--- config.mk ---
export PLATFORM = sky130hd
export DESIGN_NAME = nmux_arb_flat
export DESIGN_NICKNAME = d
export VERILOG_FILES = /design/src/rtl/nmux_arb_if.sv /design/src/rtl/nmux_arb.sv /design/src/flat_wrapper.sv
export SDC_FILE = /design/constraint.sdc
export NUM_CORES = 1
export LEC_CHECK = 0
export ABC_CLOCK_PERIOD_IN_PS = 13530
export CAP_MARGIN = 30
export CORE_ASPECT_RATIO = 2
export CORE_MARGIN = 3
export CORE_UTILIZATION = 30
export DETAILED_ROUTE_END_ITERATION = 8
export GPL_ROUTABILITY_DRIVEN = 0
export GPL_TIMING_DRIVEN = 0
export MAX_ROUTING_LAYER = met4
export SYNTH_ARGS = -nofsm -noshare
export SYNTH_HDL_FRONTEND = slang
export SYNTH_SLANG_ARGS = --single-unit
--- constraint.sdc ---
create_clock -name clk -period 13.53 [get_ports clk]
set_input_delay 2.706 -clock clk [delete_from_list [all_inputs] [get_ports clk]]
set_output_delay 2.706 -clock clk [all_outputs]
set_load 0.02 [all_outputs]
--- src/rtl/nmux_arb_if.sv ---
// -----------------------------------------------------------------------------
// nmux_arb_if
// Bundles the arbiter's data path, handshake and control signals.
// The clock and reset are plain ports on the arbiter and are not part of this bundle.
//
// Parameters: N channels, W bits per channel, SW select bits, CW counter bits.
//
// Signals:
//   io_in_data   N*W  producer data; channel i sits at [i*W+W-1 : i*W]
//   io_in_valid  N    per-channel valid
//   io_in_ready  N    per-channel ready (driven by the arbiter)
//   io_mode      2    0 manual, 1 fixed priority, 2 round-robin, 3 hold
//   io_sel       SW   channel index used in manual mode
//   io_out_data  W    registered selected word
//   io_out_valid 1    output register holds a word
//   io_out_ready 1    consumer accepts the word
//   io_out_sel   SW   channel that supplied io_out_data
//   io_count     CW   accepted input transfers, wraps
//
// Modports:
//   slave  -- the arbiter's view of the bundle
//   master -- the environment's view: producers, consumer and control
// -----------------------------------------------------------------------------
interface nmux_arb_if #(
    parameter int N  = 5,
    parameter int W  = 8,
    parameter int SW = 3,
    parameter int CW = 16
);
    logic [N*W-1:0] io_in_data;
    logic [N-1:0]   io_in_valid;
    logic [N-1:0]   io_in_ready;
    logic [1:0]     io_mode;
    logic [SW-1:0]  io_sel;
    logic [W-1:0]   io_out_data;
    logic           io_out_valid;
    logic           io_out_ready;
    logic [SW-1:0]  io_out_sel;
    logic [CW-1:0]  io_count;

    modport slave (
        input  io_in_data,
        input  io_in_valid,
        input  io_mode,
        input  io_sel,
        input  io_out_ready,
        output io_in_ready,
        output io_out_data,
        output io_out_valid,
        output io_out_sel,
        output io_count
    );

    modport master (
        output io_in_data,
        output io_in_valid,
        output io_mode,
        output io_sel,
        output io_out_ready,
        input  io_in_ready,
        input  io_out_data,
        input  io_out_valid,
        input  io_out_sel,
        input  io_count
    );
endinterface

--- src/rtl/nmux_arb.sv ---
// -----------------------------------------------------------------------------
// nmux_arb
// N-way arbiter and multiplexer with a single registered output stage.
// Each input channel and the output use a valid/ready handshake.
// The arbiter can sustain one transfer per cycle.
//
// Selection modes:
//   manual         -- the channel named by io_sel
//   fixed priority -- the lowest-index valid channel
//   round-robin    -- the first valid channel at or after the pointer
//   hold           -- no channel is granted
//
// Ports:
//   clk    rising-edge system clock
//   reset  synchronous, active-high reset
//   bus    nmux_arb_if.slave: data, handshakes, mode/select, count
// -----------------------------------------------------------------------------
module nmux_arb #(
    parameter int N  = 5,
    parameter int W  = 8,
    parameter int SW = 3,
    parameter int CW = 16
) (
    input  logic        clk,
    input  logic        reset,
    nmux_arb_if.slave   bus
);

    // Mode encodings
    localparam logic [1:0] MODE_MANUAL = 2'd0;
    localparam logic [1:0] MODE_FIXED  = 2'd1;
    localparam logic [1:0] MODE_RR     = 2'd2;

    // Output stage, counter and round-robin pointer
    logic [W-1:0]  out_data_q,  out_data_d;
    logic          out_valid_q, out_valid_d;
    logic [SW-1:0] out_sel_q,   out_sel_d;
    logic [CW-1:0] count_q,     count_d;
    logic [SW-1:0] rr_q,        rr_d;

    // Arbitration results
    logic          load_s;
    logic          gnt_any_s;
    logic [SW-1:0] gnt_idx_s;
    logic [N-1:0]  grant_s;
    logic          xfer_s;
    logic [W-1:0]  sel_data_s;
    int            rr_pos_s;
    logic [SW-1:0] rr_idx_s;

    // The output register can take a new word when it is empty
    // or is being drained in this same cycle.
    assign load_s = !out_valid_q || bus.io_out_ready;

    // Pick the winning channel index for the current mode.
    // The loops run from high index to low so that the last match wins.
    // This gives priority to the lowest index, or to the nearest channel after rr.
    always_comb begin
        gnt_any_s = 1'b0;
        gnt_idx_s = '0;
        rr_pos_s  = 0;
        rr_idx_s  = '0;
        case (bus.io_mode)
            MODE_MANUAL: begin
                // Out-of-range selects (io_sel >= N) grant nothing
                if (int'(bus.io_sel) < N) begin
                    gnt_any_s = bus.io_in_valid[bus.io_sel];
                    gnt_idx_s = bus.io_sel;
                end else begin
                    gnt_any_s = 1'b0;
                    gnt_idx_s = '0;
                end
            end
            MODE_FIXED: begin
                for (int i = N - 1; i >= 0; i--) begin
                    gnt_idx_s = bus.io_in_valid[i] ? SW'(i) : gnt_idx_s;
                    gnt_any_s = gnt_any_s | bus.io_in_valid[i];
                end
            end
            MODE_RR: begin
                for (int k = N - 1; k >= 0; k--) begin
                    // Compute (rr + k) mod N without a divider
                    rr_pos_s  = int'(rr_q) + k;
                    rr_pos_s  = (rr_pos_s >= N) ? (rr_pos_s - N) : rr_pos_s;
                    rr_idx_s  = SW'(rr_pos_s);
                    gnt_idx_s = bus.io_in_valid[rr_idx_s] ? rr_idx_s : gnt_idx_s;
                    gnt_any_s = gnt_any_s | bus.io_in_valid[rr_idx_s];
                end
            end
            default: begin
                gnt_any_s = 1'b0;
                gnt_idx_s = '0;
            end
        endcase
    end

    // Expand the winning index into a one-hot grant vector.
    // In the same loop, select the winning channel's data word.
    always_comb begin
        grant_s    = '0;
        sel_data_s = '0;
        for (int i = 0; i < N; i++) begin
            grant_s[i] = gnt_any_s && (gnt_idx_s == SW'(i));
            sel_data_s = (gnt_idx_s == SW'(i)) ? bus.io_in_data[i*W +: W] : sel_data_s;
        end
    end

    // Ready is held low throughout reset, so no transfer happens in a reset cycle.
    assign bus.io_in_ready = grant_s & {N{load_s && !reset}};
    assign xfer_s          = gnt_any_s && load_s && !reset;

    // Next-state logic for the output register, the counter and the rr pointer
    always_comb begin
        out_valid_d = out_valid_q;
        out_data_d  = out_data_q;
        out_sel_d   = out_sel_q;
        count_d     = count_q;
        rr_d        = rr_q;
        if (xfer_s) begin
            out_valid_d = 1'b1;
            out_data_d  = sel_data_s;
            out_sel_d   = gnt_idx_s;
            count_d     = count_q + CW'(1);
            // The pointer only moves on round-robin grants.
            // In other modes it is held, including across mode changes.
            if (bus.io_mode == MODE_RR) begin
                rr_d = (gnt_idx_s == SW'(N - 1)) ? '0 : (gnt_idx_s + SW'(1));
            end else begin
                rr_d = rr_q;
            end
        end else if (out_valid_q && bus.io_out_ready) begin
            // Drained with no replacement: data and sel keep their last values
            out_valid_d = 1'b0;
        end else begin
            out_valid_d = out_valid_q;
        end
    end

    // State registers with synchronous reset
    always_ff @(posedge clk) begin
        if (reset) begin
            out_valid_q <= 1'b0;
            out_data_q  <= '0;
            out_sel_q   <= '0;
            count_q     <= '0;
            rr_q        <= '0;
        end else begin
            out_valid_q <= out_valid_d;
            out_data_q  <= out_data_d;
            out_sel_q   <= out_sel_d;
            count_q     <= count_d;
            rr_q        <= rr_d;
        end
    end

    assign bus.io_out_data  = out_data_q;
    assign bus.io_out_valid = out_valid_q;
    assign bus.io_out_sel   = out_sel_q;
    assign bus.io_count     = count_q;

endmodule
--- src/flat_wrapper.sv ---
// flat-port wrapper written by rule: the top's interface ports become plain ports
module nmux_arb_flat 
#(
    parameter int N  = 5,
    parameter int W  = 8,
    parameter int SW = 3,
    parameter int CW = 16
)
  (clk, reset, bus_io_in_data, bus_io_in_valid, bus_io_mode, bus_io_sel, bus_io_out_ready, bus_io_in_ready, bus_io_out_data, bus_io_out_valid, bus_io_out_sel, bus_io_count);
  nmux_arb_if #(.N(N), .W(W), .SW(SW), .CW(CW)) bus_i ();
  input  logic clk;
  input  logic reset;
  input wire logic [$bits(bus_i.io_in_data)-1:0] bus_io_in_data;
  input wire logic [$bits(bus_i.io_in_valid)-1:0] bus_io_in_valid;
  input wire logic [$bits(bus_i.io_mode)-1:0] bus_io_mode;
  input wire logic [$bits(bus_i.io_sel)-1:0] bus_io_sel;
  input wire logic [$bits(bus_i.io_out_ready)-1:0] bus_io_out_ready;
  output wire logic [$bits(bus_i.io_in_ready)-1:0] bus_io_in_ready;
  output wire logic [$bits(bus_i.io_out_data)-1:0] bus_io_out_data;
  output wire logic [$bits(bus_i.io_out_valid)-1:0] bus_io_out_valid;
  output wire logic [$bits(bus_i.io_out_sel)-1:0] bus_io_out_sel;
  output wire logic [$bits(bus_i.io_count)-1:0] bus_io_count;
  assign bus_i.io_in_data = bus_io_in_data;
  assign bus_i.io_in_valid = bus_io_in_valid;
  assign bus_i.io_mode = bus_io_mode;
  assign bus_i.io_sel = bus_io_sel;
  assign bus_i.io_out_ready = bus_io_out_ready;
  assign bus_io_in_ready = bus_i.io_in_ready;
  assign bus_io_out_data = bus_i.io_out_data;
  assign bus_io_out_valid = bus_i.io_out_valid;
  assign bus_io_out_sel = bus_i.io_out_sel;
  assign bus_io_count = bus_i.io_count;
  nmux_arb #(.N(N), .W(W), .SW(SW), .CW(CW)) u_core (.clk(clk), .reset(reset), .bus(bus_i));
endmodule
==> results of run 1 <==
-- stage by stage --
step	power, W	hold WS, ps	setup slack, ps
2_1_floorplan	0.0002095	547.2	5423
3_3_place_gp	0.0002680	448.8	4005
3_5_place_dp	0.0002697	459.2	3966
4_1_cts	0.0003802	477.7	3934
5_1_grt	0.0004001	505.8	3722
6_report	0.0003801	472.3	3923
-- sequential cells by signal, indices dropped and copies added, names as in the netlist --
| register | flops |
|---|---|
| u_core.rr_q | 3 |
| u_core.bus.io_out_sel | 3 |
| u_core.bus.io_out_valid | 1 |
| u_core.bus.io_out_data | 8 |
| u_core.bus.io_count | 16 |
-- power by group through the flow --
stage	Clock [W]	Combinational, W	Sequential (W)
after floorplan	0	0.0000942	0.000115
after global placement	0	0.000161	0.000107
after detailed placement	0	0.000163	0.000107
after CTS	0.000111	0.000164	0.000105
after global routing	0.000114	0.000180	0.000106
final	0.000109	0.000166	0.000105
-- layer usage --
layer	vias up	GRT usage, %	share of wire, %	routed length [um]
met5	-	-	0	0
met4	0	12.57	5.1	637
li1	1837	-	-	-
met2	156	37.55	56	7007
met1	1825	20.04	35	4413
met3	44	1.613	3.5	431
-- cells by family (layout without fill, tap and decap cells) --
| kind of cell | count (synthesis) | count (layout) | synth area share (%) |
|---|---|---|---|
| AO/OA/AOI/OAI | 146 | 146 | 32.22 |
| XOR/XNOR | 12 | 12 | 3.090 |
| multiplexers | 22 | 22 | 8.716 |
| adder cells (fa/ha/maj) | 14 | 14 | 5.370 |
| buffers and inverters | 66 | 154 | 8.312 |
| flip-flops | 31 | 31 | 18.24 |
| AND/OR/NAND/NOR | 161 | 161 | 24.05 |
-- final timing paths --
check,cells after the start,slack [ps],to
setup / recovery,13,3920,bus_io_in_ready[1]
setup reg to reg,21,7690,u_core.bus.io_out_data[4]$_SDFFE_PP0P_
hold / removal,2,470,u_core.bus.io_out_data[5]$_SDFFE_PP0P_
hold reg to reg,2,470,u_core.bus.io_out_data[5]$_SDFFE_PP0P_
-- synthesized netlist by cell type (3+ instances only) --
cell | number | area, um^2
and3_1 | 9 | 56.30
xor2_1 | 9 | 78.83
a21oi_1 | 33 | 165.2
or2_2 | 4 | 25.02
buf_2 | 8 | 40.04
nor2b_1 | 5 | 31.28
dfxtp_1 | 31 | 620.6
a31oi_1 | 3 | 18.77
o21ai_1 | 3 | 15.01
nand2b_1 | 14 | 87.58
and2_1 | 6 | 37.54
ha_1 | 13 | 162.7
nor2_1 | 32 | 120.1
a21o_1 | 5 | 37.54
a22oi_1 | 3 | 22.52
o22ai_1 | 3 | 18.77
a21boi_0 | 3 | 22.52
nand4_1 | 9 | 56.30
xnor2_1 | 3 | 26.28
inv_1 | 30 | 112.6
a211oi_1 | 11 | 82.58
nand3_1 | 9 | 45.04
nand2_1 | 50 | 187.7
or3_1 | 8 | 50.05
nor3_1 | 4 | 20.02
o21ai_0 | 17 | 85.08
o31ai_1 | 10 | 75.07
o221ai_1 | 15 | 131.4
buf_4 | 4 | 30.03
o211ai_1 | 5 | 37.54
mux2i_1 | 15 | 150.1
mux4_2 | 6 | 135.1
clkbuf_1 | 16 | 60.06
a32oi_1 | 7 | 61.31
-- layout make-up --
cell class	instances	area, um^2
fillers	1160	6490
well taps	140	175.2
plain buffers	33	158.9
multi-input cells	355	2499
repair buffers	80	800.8
clock inverters	3	20.02
flip-flops and latches	31	620.6
clock buffers	5	125.1
inverters	33	123.9
-- worst max-delay path, stage by stage --
cell and delay [ps]:
clkdlybuf4s50_1 630, clkbuf_1 420, a21oi_1 120, or3b_2 440, a21oi_1 320, inv_1 110, a2111oi_1 460, a21oi_2 220
inv_1 120, ha_1 180, clkbuf_1 360, and2_1 200, clkdlybuf4s50_1 610
==> run_results.csv, run 1 <==
group,metric,value,unit
timing,setup_viol,0,
die,dieHeight,156.6,um
cts,cts_buffers,5,
cts,clock_latency,280,ps
timing,max_freq,104.1,MHz
cts,cts_setup_buffers,0,
critical_path,startpoint,"bus_io_in_valid[3]",
power_and_ir_drop,seq_power_share,27.8,%
global_route,grt_first_pass_wirelength,19780,um
critical_path,crit_path_end_kind,"output pin",
power_and_ir_drop,powerDensity,84.04,nW/um^2
timing,tightest_slew,1049,ps
power_and_ir_drop,swShare,37.22,%
placement,post-place-cells,672,
placement,dpl.hpwl,9920,um
layout,most-common-layout-cells,"clkdlybuf4s50_1 (80), nand2_1 (50), a21oi_1 (33)",
power_and_ir_drop,ir_drop,0.08108,mV
logic_synthesis,avgSynthCellArea,7.527,um^2
layout,fin_nets,606,
global_route,grt_pass1_vias,3969,
logic_synthesis,ys_types,72,
cts,cts_hold_buffers,0,
placement,place_area,4378,um^2
critical_path,worstSetupStartpointType,"primary input",
layout,n_antenna_cell,0,
logic_synthesis,syn_area,3402,um^2
critical_path,critical_path_required,10820,ps
die,die_x,81.30,um
die,ios,86,
layout,final_design_area_no_fill,4523,um^2
power_and_ir_drop,internal_power,0.0002386,W
layout,layoutNonFillerInstCount,680,
logic_synthesis,yosys_most_used_dff,"dfxtp_1",
cts,path_clk_slew,50,ps
route,drt-initial-drc-count,276,
timing,fin_tns_setup,0,ps
timing,final_hold_viol_count,0,
cts,postCtsResizedCells,0,
die,dieArea,12730,um^2
timing,finalClockSkew,7.931,ps
cts,cts_sinks,31,
timing,relSlewSlack,29.46,%
global_route,grt_max_degree,12,
die,core-area,11010,um^2
route,ant_nets,0,
die,rows,54,
timing,timing.final.crit_share,71.01,%
layout,syn_to_final_growth,32.95,%
cts,tritoncts,"built",
critical_path,worstPathArrival,6900,ps
route,drt_pass1_iterations,6,
power_and_ir_drop,pwr-share-clk,28.7,%
layout,drive_gt1_share,9.259,%
logic_synthesis,synthArstFlopShare,0,%
power_and_ir_drop,p_leak,1.759,nW
route,drc_errors,0,
layout,final_core_util,41.07,%
power_and_ir_drop,power_switching,0.0001415,W
outcome,outcome,"finished, final reports clean",
layout,layout_commonest_cell,"clkdlybuf4s50_1",
logic_synthesis,yosysWarnings,0,
cts,cts-htree-levels,2,
critical_path,cp_max_fo,10,
cts,cts_max_path_buffers,2,
route,routed_wl,12490,um
route,wl_per_cell,18.36,um
logic_synthesis,synth_fp_nets,519,
hold_path,worstHoldStart,"u_core.bus.io_out_data[5]$_SDFFE_PP0P_",
die,start_util,30.89,%
global_route,grt-ovfl-total,0,
timing,post-route-min-period,9607,ps
cts,root_buffer,"clkbuf_16",
power_and_ir_drop,comb_power_share,43.6,%
route,vias,3862,
job,drv_cap,0,
placement,port_buffers,80,
route,viasPerCell,5.679,
global_route,grt_antenna_before_repair,0,
logic_synthesis,yosysSeqAreaShare,18.24,%
critical_path,worstSetupPathType,"in -> out",
critical_path,reg2reg_from,"u_core.rr_q[1]$_SDFFE_PP0P_",
logic_synthesis,synth-seq-cells,31,
timing,rsz0062_at_grt,"false",
hold_path,hold_path_class,"reg -> reg",
timing,slew_violations,0,
logic_synthesis,netlist_instances,452,
logic_synthesis,synth-edff-count,0,
global_route,track_usage,20.48,%
Power figures use the tool's default switching activity.
==> inputs of run 2 (changes only) <==
--- a/config.mk
+++ b/config.mk
@@ -5,7 +5,7 @@
 export SDC_FILE = /design/constraint.sdc
 export NUM_CORES = 1
 export LEC_CHECK = 0
-export ABC_CLOCK_PERIOD_IN_PS = 13530
+export ABC_CLOCK_PERIOD_IN_PS = 9180
 export CAP_MARGIN = 30
 export CORE_ASPECT_RATIO = 2
 export CORE_MARGIN = 3
==> constraint.sdc (replaced) <==
create_clock -name clk -period 9.18 [get_ports clk]
set_input_delay 1.836 -clock clk [delete_from_list [all_inputs] [get_ports clk]]
set_output_delay 1.836 -clock clk [all_outputs]
set_load 0.02 [all_outputs]
==> results of run 2 <==
Same layout as run 1 (identical final DEF). Status: finished, final reports clean.
Main changes from that run: setup slack after placement 3966 ps -> 1356 ps; setup slack after layout 3923 ps -> 1313 ps; register-to-register setup slack 7690 ps -> 3340 ps; total power 0.0003801 W -> 0.0005602 W; worst IR drop on VDD 0.08108 mV -> 0.1195 mV
==> inputs of run 3 (changes only) <==
--- a/config.mk
+++ b/config.mk
@@ -8,7 +8,7 @@
 export ABC_CLOCK_PERIOD_IN_PS = 9180
 export CAP_MARGIN = 30
 export CORE_ASPECT_RATIO = 2
-export CORE_MARGIN = 3
+export CORE_MARGIN = 5
 export CORE_UTILIZATION = 30
 export DETAILED_ROUTE_END_ITERATION = 8
 export GPL_ROUTABILITY_DRIVEN = 0
==> run_results.csv, run 3 (synthesis gave the netlist of run 1 again) <==
group,metric,value,unit
layout,most-common-layout-cells,"clkdlybuf4s50_1 (80), nand2_1 (50), a21oi_1 (33)",
die,die_x,85.30,um
route,drt_pass1_iterations,5,
critical_path,cp_max_fo,10,
global_route,grt_max_degree,12,
timing,timing.final.crit_share,85.63,%
global_route,track_usage,18.79,%
cts,tritoncts,"built",
die,ios,86,
power_and_ir_drop,powerDensity,135.1,nW/um^2
cts,cts-htree-levels,2,
layout,n_antenna_cell,0,
layout,largest_reg_flops,16,
timing,tightest_slew,983.0,ps
cts,postCtsResizedCells,0,
layout,layout_commonest_cell,"clkdlybuf4s50_1",
placement,port_buffers,80,
timing,final_hold_viol_count,0,
cts,cts_hold_buffers,0,
critical_path,reg2reg_from,"u_core.rr_q[1]$_SDFFE_PP0P_",
die,core-area,11220,um^2
cts,cts_sinks,31,
global_route,grt_pass1_vias,4007,
global_route,grt-ovfl-total,0,
cts,clock_latency,280,ps
layout,fin_nets,606,
hold_path,hold_path_class,"reg -> reg",
cts,cts_max_path_buffers,2,
critical_path,startpoint,"bus_io_in_valid[3]",
route,routed_wl,12830,um
timing,setup_viol,0,
timing,relSlewSlack,33.91,%
timing,slew_violations,0,
power_and_ir_drop,ir_drop,0.1383,mV
critical_path,worstSetupStartpointType,"primary input",
cts,cts_setup_buffers,0,
route,wl_per_cell,18.81,um
route,viasPerCell,5.613,
global_route,grt_antenna_before_repair,0,
die,rows,55,
timing,post-route-min-period,7860,ps
cts,root_buffer,"clkbuf_16",
layout,syn_to_final_growth,34.31,%
cts,path_clk_slew,50,ps
die,dieHeight,160.6,um
critical_path,worstSetupPathType,"in -> out",
die,start_util,30.33,%
timing,holdWs,480.7,ps
route,drc_errors,0,
timing,fin_tns_setup,0,ps
route,ant_nets,0,
die,dieArea,13700,um^2
timing,max_freq,127.2,MHz
global_route,grt_first_pass_wirelength,20060,um
critical_path,critical_path_required,7340,ps
power_and_ir_drop,p_leak,1.784,nW
hold_path,worstHoldStart,"u_core.bus.io_out_sel[0]$_SDFFE_PP0P_",
critical_path,crit_path_end_kind,"output pin",
timing,finalClockSkew,4.361,ps
route,vias,3828,
job,drv_cap,0,
critical_path,worstPathArrival,6020,ps
layout,drive_gt1_share,9.074,%
route,drt-initial-drc-count,262,
cts,cts_buffers,5,
placement,dpl.hpwl,10270,um
outcome,outcome,"finished, final reports clean",
timing,rsz0062_at_grt,"false",
-- run 3: cell types whose count changed in the layout (fill, tap and decap cells not counted), sizes merged --
cell	delta
bufinv	+2
clkinvlp	-2
clkbuf	+1
clkinv	-1
-- run 3: metal layers --
| metal | wire length, um | track usage (%) | part of all wire [%] | vias to the layer above |
|---|---|---|---|---|
| li1 | - | - | - | 1842 |
| met1 | 4469 | 17.24 | 35 | 1798 |
| met2 | 7220 | 35.55 | 56 | 138 |
| met3 | 324 | 1.386 | 2.5 | 50 |
| met4 | 816 | 12.68 | 6.4 | 0 |
| met5 | 0 | - | 0 | - |
-- run 3: power breakdown --
part / total, W / internal (W) / switching, W
combinational: 0.000245 / 0.000105 / 0.000140
sequential: 0.000156 / 0.000147 / 0.00000923
clock: 0.000216 / 0.000156 / 0.0000605
-- run 3: metrics by stage --
stage | area [um^2] | power (W) | utilization (%) | setup WS (ps) | cells
4_1_cts | 4569 | 0.0006195 | 40.74 | 1348 | 682
3_5_place_dp | 4380 | 0.0003997 | 39.05 | 1379 | 674
6_report | 4569 | 0.0006172 | 40.74 | 1320 | 682
5_1_grt | 4569 | 0.0006447 | 40.74 | 1123 | 682
3_3_place_gp | 4380 | 0.0003974 | 39.05 | 1411 | 674
2_1_floorplan | 3402 | 0.0003088 | - | 2813 | 452
-- run 3: worst max-delay path, cell delays in order --
cell and delay [ps]:
clkdlybuf4s50_1 630, clkbuf_1 430, a21oi_1 130, or3b_2 450
a21oi_1 290, inv_1 110, a2111oi_1 450, a21oi_2 220
inv_1 110, ha_1 180, clkbuf_1 370, and2_1 200
clkdlybuf4s50_1 600
-- run 3: final timing paths --
kind,end,slack [ps],cells after the start
setup / recovery,bus_io_in_ready[1],1320,13
hold / removal,u_core.bus.io_out_sel[0]$_SDFFE_PP0P_,480,2
setup reg to reg,u_core.bus.io_out_data[0]$_SDFFE_PP0P_,3490,21
hold reg to reg,u_core.bus.io_out_sel[0]$_SDFFE_PP0P_,480,2
-- run 3: cell type report --
class	count	area [um^2]
clock inverters	2	60.06
flip-flops and latches	31	620.6
well taps	142	177.7
inverters	33	123.9
clock buffers	6	128.9
repair buffers	80	800.8
multi-input cells	355	2499
plain buffers	33	158.9
fillers	1162	6648
==> variant, RTL diff (settings of run 2) <==
`CW` is set to 16 in 3 places; all go to 15.
--- a/src/rtl/nmux_arb_if.sv
+++ b/src/rtl/nmux_arb_if.sv
@@ -25,7 +25,7 @@
     parameter int N  = 5,
     parameter int W  = 8,
     parameter int SW = 3,
-    parameter int CW = 16
+    parameter int CW = 15
 );
     logic [N*W-1:0] io_in_data;
     logic [N-1:0]   io_in_valid;
--- a/src/rtl/nmux_arb.sv
+++ b/src/rtl/nmux_arb.sv
@@ -19,7 +19,7 @@
     parameter int N  = 5,
     parameter int W  = 8,
     parameter int SW = 3,
-    parameter int CW = 16
+    parameter int CW = 15
 ) (
     input  logic        clk,
     input  logic        reset,
--- a/src/flat_wrapper.sv
+++ b/src/flat_wrapper.sv
@@ -4,7 +4,7 @@
     parameter int N  = 5,
     parameter int W  = 8,
     parameter int SW = 3,
-    parameter int CW = 16
+    parameter int CW = 15
 )
   (clk, reset, bus_io_in_data, bus_io_in_valid, bus_io_mode, bus_io_sel, bus_io_out_ready, bus_io_in_ready, bus_io_out_data, bus_io_out_valid, bus_io_out_sel, bus_io_count);
   nmux_arb_if #(.N(N), .W(W), .SW(SW), .CW(CW)) bus_i ();
Interface: changed (resized bus_io_count); port bits go from 86 to 85. The function was not compared with the original's and may differ.
==> variant against run 2 <==
Routed wire length fell by 7.1%; area after synthesis shrank 5.8%; design area decreased by 4.3%; total power fell by 17%; largest cell class unchanged; synthesized cell count fell by 9.5%; via count is 7.6% lower; sequential cell count shrank 1; setup slack improved by 0.12 ns.
==> variant: results (changes against run 2) <==
[yosys]
synthTopCellsByCount = 32 x nor2_1, 30 x dfxtp_1, 24 x a21oi_1, 24 x nand2_1
syn-num-nets = 476  ; -8.3%
synth.area.top_cells = dfxtp_1 19%, ha_1 5.1%, mux2i_1 5.0%
synth_cell_types = 74  ; +2.8%
syn_area_um2 = 3206  ; -5.8%
yosysSeqAreaShare_pct = 18.74  ; +0.49 points

[final_layout]
fillCellCount = 1120  ; -3.4%
final_nets = 565  ; -6.8%
diodes = 0  ; unchanged
drive_gt1_share_pct = 11.24  ; +2.0 points

[route]
drt_iter0_drc = 264  ; -4.3%
wirelength_um = 11600  ; -7.1%
first_pass_iters = 4  ; -2
vias = 3569  ; -7.6%

[worst_setup_path]
critPathMaxStageDelay_ns = 0.72  ; +0.09 ns
reg2reg_to = u_core.bus.io_out_data[6]
r2r_setup_slack_ns = 4.13  ; +0.79 ns
critical_path_peak_fanout = 10  ; unchanged
rr_worst_depth = 20  ; -4.8%

[grt]
grt_usage_pct = 19.89  ; -0.60 points
use_met2_pct = 36.97  ; -0.58 points
grtUsageMet1_pct = 18.65  ; -1.4 points
grt_first_pass_wirelength_um = 18680  ; -5.6%
grt_pass1_vias = 3854  ; -2.9%
grtUsageMet3_pct = 1.834  ; +0.22 points

[timing]
holdWs_ns = 0.5009  ; +0.02867 ns
finClkSkew_ns = 0.003277  ; -0.004654 ns
worst_slew_pin_slew_ns = 0.7679  ; -0.2811 ns

[placement]
placed_cell_area_um2 = 4195  ; -4.2%
hpwl_um = 9143  ; -7.8%
io_buffer_count = 82  ; +2.5%

[outcome]
status = finished clean

[power]
power.switching_mw = 0.1522  ; -27%
max-vdd-ir-drop_mv = 0.1356  ; +13%
p_leak_nw = 1.674  ; -4.8%

[hold_path]
hold_start = u_core.bus.io_out_sel[0]
holdPathEnd = u_core.bus.io_out_sel[0]

## variant: changes by cell type after synthesis, sizes merged, moves of 6 or more
cell and change:
buf +7, o221ai -15, o21ai -6, a2bb2oi +7, nand2 -26, inv -12, a21oi -10, clkbuf -10
nor2b +6, a32oi -6, nand4 +7, a221oi +8
## variant: logic make-up after synthesis
| group | count (synthesis) | share of synthesized area [%] |
|---|---|---|
| flip-flops | 30 | 18.74 |
| buffers and inverters | 50 | 7.533 |
| multiplexers | 22 | 8.157 |
| AO/OA/AOI/OAI | 122 | 29.47 |
| AND/OR/NAND/NOR | 156 | 26.31 |
| XOR/XNOR | 15 | 4.098 |
| adder cells (fa/ha/maj) | 14 | 5.699 |
## variant: worst max path at each step
| stage | from | end | slack (ns) | cells after the start |
|---|---|---|---|---|
| after floorplan | bus_io_in_valid[2] | bus_io_in_ready[3] | 2.89 | 13 |
| after global placement | bus_io_in_valid[3] | bus_io_in_ready[3] | 1.51 | 15 |
| after detailed placement | bus_io_in_valid[3] | bus_io_in_ready[3] | 1.53 | 15 |
| after CTS | bus_io_in_valid[1] | bus_io_in_ready[3] | 1.50 | 15 |
| after global routing | bus_io_in_valid[1] | bus_io_in_ready[3] | 1.24 | 15 |
| final | bus_io_in_valid[4] | bus_io_in_ready[3] | 1.44 | 14 |
## variant: critical path, delay by kind of cell
kind,cells,cell delay [ns]
AO/OA/AOI/OAI,3,0.37
buffers and inverters,6,2.23
adder cells (fa/ha/maj),2,0.31
AND/OR/NAND/NOR,3,1.14
## variant: per-layer routing
metal  vias up  part of all wire [%]
met4         0                   5.7
met2       147                    55
met3        48                   3.8
li1       1708                     -
met1      1666                    35
met5         -                     0
## variant: final cells by class
cell class,instances,area [um^2],share of cell area (%)
Multi-Input combinational cell,329,2364,54.58
Clock inverter,2,10.01,0.2311
Sequential cell,30,600.6,13.87
Inverter,20,75.07,1.734
Timing Repair Buffer,82,820.8,18.95
Clock buffer,5,125.1,2.889
Buffer,30,166.4,3.843
Tap cell,135,168.9,3.901
## variant: power by group through the flow
stage	Combinational, mW	Clock [mW]	Sequential (mW)
2_1_floorplan	0.0919	0	0.153
3_3_place_gp	0.163	0	0.146
5_1_grt	0.180	0.162	0.144
4_1_cts	0.165	0.158	0.143
6_report	0.166	0.155	0.144
3_5_place_dp	0.164	0	0.146
## variant: stage by stage
stage | worst slack [ns] | instances
2_1_floorplan | 2.889 | 409
6_report | 1.437 | 633
3_3_place_gp | 1.513 | 626
3_5_place_dp | 1.533 | 626
4_1_cts | 1.504 | 633
5_1_grt | 1.243 | 633
